--- config.mk ---
export PLATFORM = sky130hd
export DESIGN_NAME = maxpool_stream_ctrl
export DESIGN_NICKNAME = d
export VERILOG_FILES = /design/src/rtl/pool_pkg.sv /design/src/rtl/pool_line_buffer.sv /design/src/rtl/maxpool_stream_ctrl.sv
export SDC_FILE = /design/constraint.sdc
export NUM_CORES = 2
export LEC_CHECK = 0
export BUFFER_PORTS_ARGS = -buffer_cell sky130_fd_sc_hd__buf_2
export CORE_ASPECT_RATIO = 1.75
export CORE_MARGIN = 2
export CORE_UTILIZATION = 25
export CTS_CLUSTER_DIAMETER = 60
export CTS_CLUSTER_SIZE = 16
export DETAILED_ROUTE_END_ITERATION = 10
export GPL_ROUTABILITY_DRIVEN = 1
export MAX_ROUTING_LAYER = met4
export PLACE_DENSITY = 0.47
export SYNTH_ARGS = -nofsm -noshare
export SYNTH_HDL_FRONTEND = slang
export SYNTH_SLANG_ARGS = --single-unit
export TNS_END_PERCENT = 1
--- constraint.sdc ---
create_clock -name clk -period 5 [get_ports clk]
set_input_delay 0.75 -clock clk [delete_from_list [all_inputs] [get_ports clk]]
set_output_delay 0.75 -clock clk [all_outputs]
set_load 0.02 [all_outputs]
--- src/rtl/pool_pkg.sv ---
// Shared types and constants for the 2x2 max-pooling stream controller.
package pool_pkg;

  // Default pixel width: one IEEE-754 single-precision value.
  localparam int POOL_DATA_W = 32;

  // Width of the pooled-pixel raster index presented alongside each result.
  localparam int OUT_IDX_W = 16;

  // Controller sequencing states.
  typedef enum logic [1:0] {
    IDLE  = 2'd0,
    RUN   = 2'd1,
    DRAIN = 2'd2,
    DONE  = 2'd3
  } pool_state_t;

  // One pixel at the default width.
  typedef logic [POOL_DATA_W-1:0] pixel_t;

  // A window closes on the bottom-right pixel of each 2x2 block, which is
  // an odd row and an odd column in zero-based raster coordinates.
  function automatic logic window_closes(input logic row_lsb, input logic col_lsb);
    return row_lsb & col_lsb;
  endfunction

  // The top row of a 2x2 block lives in the line buffer; even rows fill it.
  function automatic logic top_row(input logic row_lsb);
    return ~row_lsb;
  endfunction

  // The bottom-left pixel of a block arrives on an odd row, even column.
  function automatic logic bottom_left(input logic row_lsb, input logic col_lsb);
    return row_lsb & ~col_lsb;
  endfunction

endpackage

--- src/rtl/pool_line_buffer.sv ---
// One-row pixel store: a single synchronous write port and two
// asynchronous read ports so both top-row pixels of a window are
// available in the same cycle as the bottom-right pixel.
module pool_line_buffer
  import pool_pkg::*;
#(
  parameter int DATA_W = POOL_DATA_W,
  parameter int DEPTH  = 28,
  parameter int AW     = $clog2(DEPTH)
) (
  input  logic              clk,
  input  logic              wr_en,
  input  logic [AW-1:0]     wr_addr,
  input  logic [DATA_W-1:0] wr_data,
  input  logic [AW-1:0]     rd_addr0,
  output logic [DATA_W-1:0] rd_data0,
  input  logic [AW-1:0]     rd_addr1,
  output logic [DATA_W-1:0] rd_data1
);

  logic [DATA_W-1:0] mem [DEPTH];

  // Capture the current even-row pixel at its column position.
  always_ff @(posedge clk) begin
    if (wr_en) begin
      mem[wr_addr] <= wr_data;
    end
  end

  assign rd_data0 = mem[rd_addr0];
  assign rd_data1 = mem[rd_addr1];

endmodule

--- src/rtl/maxpool_stream_ctrl.sv ---
// Stream sequencer for a 2x2 / stride-2 max-pooling datapath. Pixels
// arrive in raster order; even rows are parked in a line buffer, the
// bottom-left pixel of each block is held in a register, and the
// bottom-right pixel completes the window, which is presented to the
// datapath combinationally. The pooled value is flagged one cycle later
// when the datapath's registered output is valid.
module maxpool_stream_ctrl
  import pool_pkg::*;
#(
  parameter int DATA_W = POOL_DATA_W,
  parameter int IMG_W  = 28,
  parameter int IMG_H  = 28,
  parameter int CW     = $clog2(IMG_W),
  parameter int RW     = $clog2(IMG_H)
) (
  input  logic                 clk,
  input  logic                 rst,
  input  logic                 start,
  output logic                 busy,
  output logic                 done,
  input  logic                 in_valid,
  output logic                 in_ready,
  input  logic [DATA_W-1:0]    in_data,
  output logic [DATA_W-1:0]    dp_in0,
  output logic [DATA_W-1:0]    dp_in1,
  output logic [DATA_W-1:0]    dp_in2,
  output logic [DATA_W-1:0]    dp_in3,
  input  logic [DATA_W-1:0]    dp_out,
  output logic                 out_valid,
  output logic [DATA_W-1:0]    out_data,
  output logic [OUT_IDX_W-1:0] out_idx
);

  localparam logic [CW-1:0] COL_LAST = CW'(IMG_W - 1);
  localparam logic [RW-1:0] ROW_LAST = RW'(IMG_H - 1);

  pool_state_t       state;
  logic [CW-1:0]     col;
  logic [RW-1:0]     row;

  logic              accept;
  logic              issue;
  logic              last_pixel;
  logic              lb_wr_en;
  logic              bl_load;
  logic [CW-1:0]     rd_addr_left;
  logic [DATA_W-1:0] lb_left;
  logic [DATA_W-1:0] lb_right;
  logic [DATA_W-1:0] bl_hold;
  logic [DATA_W-1:0] hold0;
  logic [DATA_W-1:0] hold1;
  logic [DATA_W-1:0] hold2;
  logic [DATA_W-1:0] hold3;

  // in_ready is only ever high in RUN, so an accept implies RUN.
  assign accept     = in_valid & in_ready;
  assign issue      = accept & window_closes(row[0], col[0]);
  assign last_pixel = (row == ROW_LAST) && (col == COL_LAST);
  assign lb_wr_en   = accept & top_row(row[0]);
  assign bl_load    = accept & bottom_left(row[0], col[0]);

  // Windows only close on odd columns, so col-1 never underflows when used.
  assign rd_addr_left = col - CW'(1);

  pool_line_buffer #(
    .DATA_W (DATA_W),
    .DEPTH  (IMG_W),
    .AW     (CW)
  ) u_line_buffer (
    .clk      (clk),
    .wr_en    (lb_wr_en),
    .wr_addr  (col),
    .wr_data  (in_data),
    .rd_addr0 (rd_addr_left),
    .rd_data0 (lb_left),
    .rd_addr1 (col),
    .rd_data1 (lb_right)
  );

  // Sequencing FSM: owns the raster counters, handshake and status outputs.
  always_ff @(posedge clk) begin
    if (rst) begin
      state    <= IDLE;
      busy     <= 1'b0;
      done     <= 1'b0;
      in_ready <= 1'b0;
      col      <= '0;
      row      <= '0;
      out_idx  <= '0;
    end else begin
      done <= 1'b0;
      if (out_valid) begin
        out_idx <= out_idx + OUT_IDX_W'(1);
      end
      case (state)
        IDLE: begin
          if (start) begin
            col      <= '0;
            row      <= '0;
            out_idx  <= '0;
            busy     <= 1'b1;
            in_ready <= 1'b1;
            state    <= RUN;
          end
        end
        RUN: begin
          if (accept) begin
            if (last_pixel) begin
              col      <= '0;
              row      <= '0;
              in_ready <= 1'b0;
              state    <= DRAIN;
            end else if (col == COL_LAST) begin
              col <= '0;
              row <= row + RW'(1);
            end else begin
              col <= col + CW'(1);
            end
          end
        end
        DRAIN: begin
          busy  <= 1'b0;
          done  <= 1'b1;
          state <= DONE;
        end
        DONE: begin
          state <= IDLE;
        end
        default: begin
          state <= IDLE;
        end
      endcase
    end
  end

  // Park the bottom-left pixel until the bottom-right one closes the window.
  always_ff @(posedge clk) begin
    if (bl_load) begin
      bl_hold <= in_data;
    end
  end

  // Remember the last issued window so the datapath inputs stay stable.
  always_ff @(posedge clk) begin
    if (rst) begin
      hold0 <= '0;
      hold1 <= '0;
      hold2 <= '0;
      hold3 <= '0;
    end else if (issue) begin
      hold0 <= lb_left;
      hold1 <= lb_right;
      hold2 <= bl_hold;
      hold3 <= in_data;
    end
  end

  assign dp_in0 = issue ? lb_left  : hold0;
  assign dp_in1 = issue ? lb_right : hold1;
  assign dp_in2 = issue ? bl_hold  : hold2;
  assign dp_in3 = issue ? in_data  : hold3;

  // The datapath registers its result, so the valid flag trails issue by one.
  always_ff @(posedge clk) begin
    if (rst) begin
      out_valid <= 1'b0;
    end else begin
      out_valid <= issue;
    end
  end

  assign out_data = dp_out;

endmodule

==> reports/metrics.yaml <==
routing:
  antenna_left: 0
  remaining_drc_errors: 0
  drt_wl_total_um: 176700
  wl_per_cell_um: 29.56
  vias: 30420
  via_per_inst: 5.090
  drt_iter0_markers: 2652
  dr.pass1.iters: 6
clocking:
  cts-buffers-inserted: 85
  clockRootBuffer: "clkbuf_16"
  clock_sinks: 1093
  cts_buffer_depth: 3
  cts_tree: "yes"
  insertion_delay_ns: 0.72
  htree_num_levels: 3
  path_clk_slew_ns: 0.08
  ctsHoldBuffers: 0
timing:
  finClkSkew_ns: 0.04406
  setup_viol: 0
  setup_tns_ns: 0
  post-route-period-util_pct: 97.14
  period_needed_ns: 4.857
  rsz0062_at_grt: "false"
  drv_slew: 0
  worstMarginPinSlew_ns: 1.160
  relSlewSlack_pct: 22.68
  fmax_mhz: 205.9
  hold_viol_final: 0
yosys:
  synth_xor_area_share_pct: 0.4936
  synth-seq-cells: 1093
  yosys.area_share.adder_pct: 0.2756
  ys.flop_type: "edfxtp_1"
  seq_area_frac_synth_pct: 62.41
  synth_top_area_share_pct: 55.80
  synthCells: 3128
  synth_compound_area_share_pct: 6.078
  ys_warn_count: 0
  synth.distinct_cells: 62
  synthTopCellsByArea: "edfxtp_1, mux4_2, dfxtp_1"
  syn_area_um2: 49940
  synthMuxAreaShare_pct: 21.96
  synth_common_cells: "edfxtp_1, mux4_2, nand2_1, nor2_1, dfxtp_1"
  synth_edf_count: 928
  synth_top_family_by_area: "multiplexers"
  synth_top_cell_by_area: "edfxtp_1"
  synth-simple-area-share_pct: 5.775
  synth_most_common_cell: "edfxtp_1"
  async_reset_ff_share_pct: 0
  avgSynthCellArea_um2: 15.97
  mappedNetlistNets: 3207
pwr:
  power_per_cell_area_nw_per_um2: 380.7
  pwr-share-clk_pct: 31.8
  leakage_uw: 0.01810
  p_int_uw: 15510
  max-vdd-ir-drop_v: 0.0002489
  switching_share_pct: 28.97
  sequentialPowerShare_pct: 46.2
  comb_power_share_pct: 22.0
  switching_power_uw: 6326
die:
  core_um2: 199000
  pin_count: 248
  rows: 217
  die_h_um: 595.3
  start_util_pct: 25.09
  dieArea_um2: 203500
  die_w_um: 341.9
worst_hold_path:
  min-delay-start: "rst"
  min_path_cells: 2
  hold_path_class: "in -> reg"
  hold_end: "busy"
critical_path:
  r2r_setup_slack_ns: 1.75
  cp_cell_sequence: "inv_1, ha_4, xor2_4, buf_6, mux2i_1, a222oi_1, nor2_1, a211oi_2, buf_4, buf_2"
  crit_required_ns: 4.25
  rr_startpoint: "col[1]"
  cpPeakStageDelay_ns: 0.67
  crit_type: "reg -> out"
  end_kind: "output port"
  cp_top_family: "buffers and inverters"
  arrival_ns: 4.11
  reg2reg_to: "hold0[21]"
  crit_buf_inv: 4
  reg2reg_depth: 8
  setup.worst_path.start_class: "flip-flop"
  cp_max_fo: 26
  cpMaxStageDelayCell: "dfxtp_1"
finish:
  drive_gt1_share_pct: 28.00
  layout.nets: 3352
  area_delta_synth_final_pct: 14.83
  post_layout_nonfiller_instances: 5977
global_route:
  grt_use_total_pct: 17.63
  antenna_found_initial: 18
  overflow: 0
  grt_pass1_vias: 31460
  grt_first_pass_wirelength_um: 246500
  grt_max_degree: 101
placed_design:
  gp_congestion: 0.7922
  placed_cells: 5808
  dp_hpwl_um: 107200
  io_buffers: 183
flow_run:
  drv_cap: 0
run_status:
  status: "finished clean"
power groups by stage:
stage               registers (µW)  clock network [µW]  logic (µW)
floorplan                    10200                   0        3290
global placement             10300                   0        4780
detailed placement           10300                   0        4770
CTS                          10100                7150        4860
global route                 10100                7450        5090
finish                       10100                6950        4800
metal layers:
layer / up-vias / wire length, µm / GRT usage (%)
met3: 280 / 9120 / 2.243
li1: 12700 / - / -
met2: 1062 / 91690 / 30.76
met4: 0 / 6100 / 5.851
met5: - / 0 / -
met1: 16380 / 69740 / 20.91
timing repair:
item                                    4_1_cts  5_1_grt
gates resized for setup                       3        0
endpoints found under the hold margin         0        0
endpoints found under the setup margin       13        0
buffers inserted                              6        0
how the worst max path moves through the flow:
stage          startpoint    endpoint  depth (start not counted)
2_1_floorplan      col[0]  bl_hold[0]                          5
3_3_place_gp       col[0]  dp_in0[26]                         10
3_5_place_dp       col[0]  dp_in0[26]                         10
4_1_cts            col[1]  dp_in0[26]                         10
5_1_grt            col[1]  dp_in0[26]                         10
6_report           col[1]  dp_in0[26]                         10
metrics by stage:
step	cell area, µm²	worst slack, ns	total power [µW]	hold WS [ns]	util, %
final	57350	0.1432	21830	0.3904	28.81
after global routing	57340	0.04476	22630	0.3998	28.81
after CTS	57340	0.1018	22090	0.3613	28.81
after detailed placement	54520	0.2860	15070	0.4556	27.40
after floorplan	49940	1.078	13500	0.4443	-
after global placement	54520	0.2353	15080	0.4513	27.40
state kept, by name, indices dropped and copies added (netlist names), named ones only:
signal	flops
state	2
u_line_buffer.mem	896
bl_hold	32
row	5
out_idx	16
busy	1
in_ready	1
hold0	32
hold2	32
hold3	32
col	5
out_valid	1
done	1
hold1	32
worst reg2reg max path, delay by kind of cell (launching register included):
| family | cells | cell delay (ns) |
|---|---|---|
| DFF | 1 | 0.67 |
| buffers and inverters | 2 | 0.60 |
| AOI/OAI and AO/OA | 1 | 0.63 |
| adders and majority gates | 1 | 0.28 |
| and+or+nand+nor | 3 | 0.74 |
| xor gates and xnor gates | 1 | 0.17 |
cells in the final DEF, fill, tap and decap left out, types with 45 or more instances in the layout:
| cell type | instances |
|---|---|
| edfxtp_1 | 928 |
| o21bai_1 | 48 |
| buf_4 | 90 |
| inv_1 | 48 |
| mux2i_1 | 146 |
| dfxtp_1 | 160 |
| mux4_2 | 400 |
| o21ai_0 | 45 |
| nand2_1 | 299 |
| nor2_1 | 157 |
| clkbuf_16 | 87 |
| clkbuf_1 | 46 |
| buf_2 | 182 |
| a21oi_1 | 138 |
cell type report:
class                   instances  area (µm²)
inverters                      48       180.2
repair buffers                314        2417
clock buffers                 138        2419
well taps                    2628        3288
diodes                          3       7.507
clock inverters                22       292.8
flip-flops and latches       1093       31190
fillers                     19890      141700
multi-input cells            1731       17550
kinds of logic after synthesis:
logic type | after synthesis
AOI/OAI and AO/OA | 443
xor gates and xnor gates | 26
DFF | 1093
adders and majority gates | 11
muxes | 590
buffers and inverters | 304
and+or+nand+nor | 661
Power figures use the tool's default switching activity.
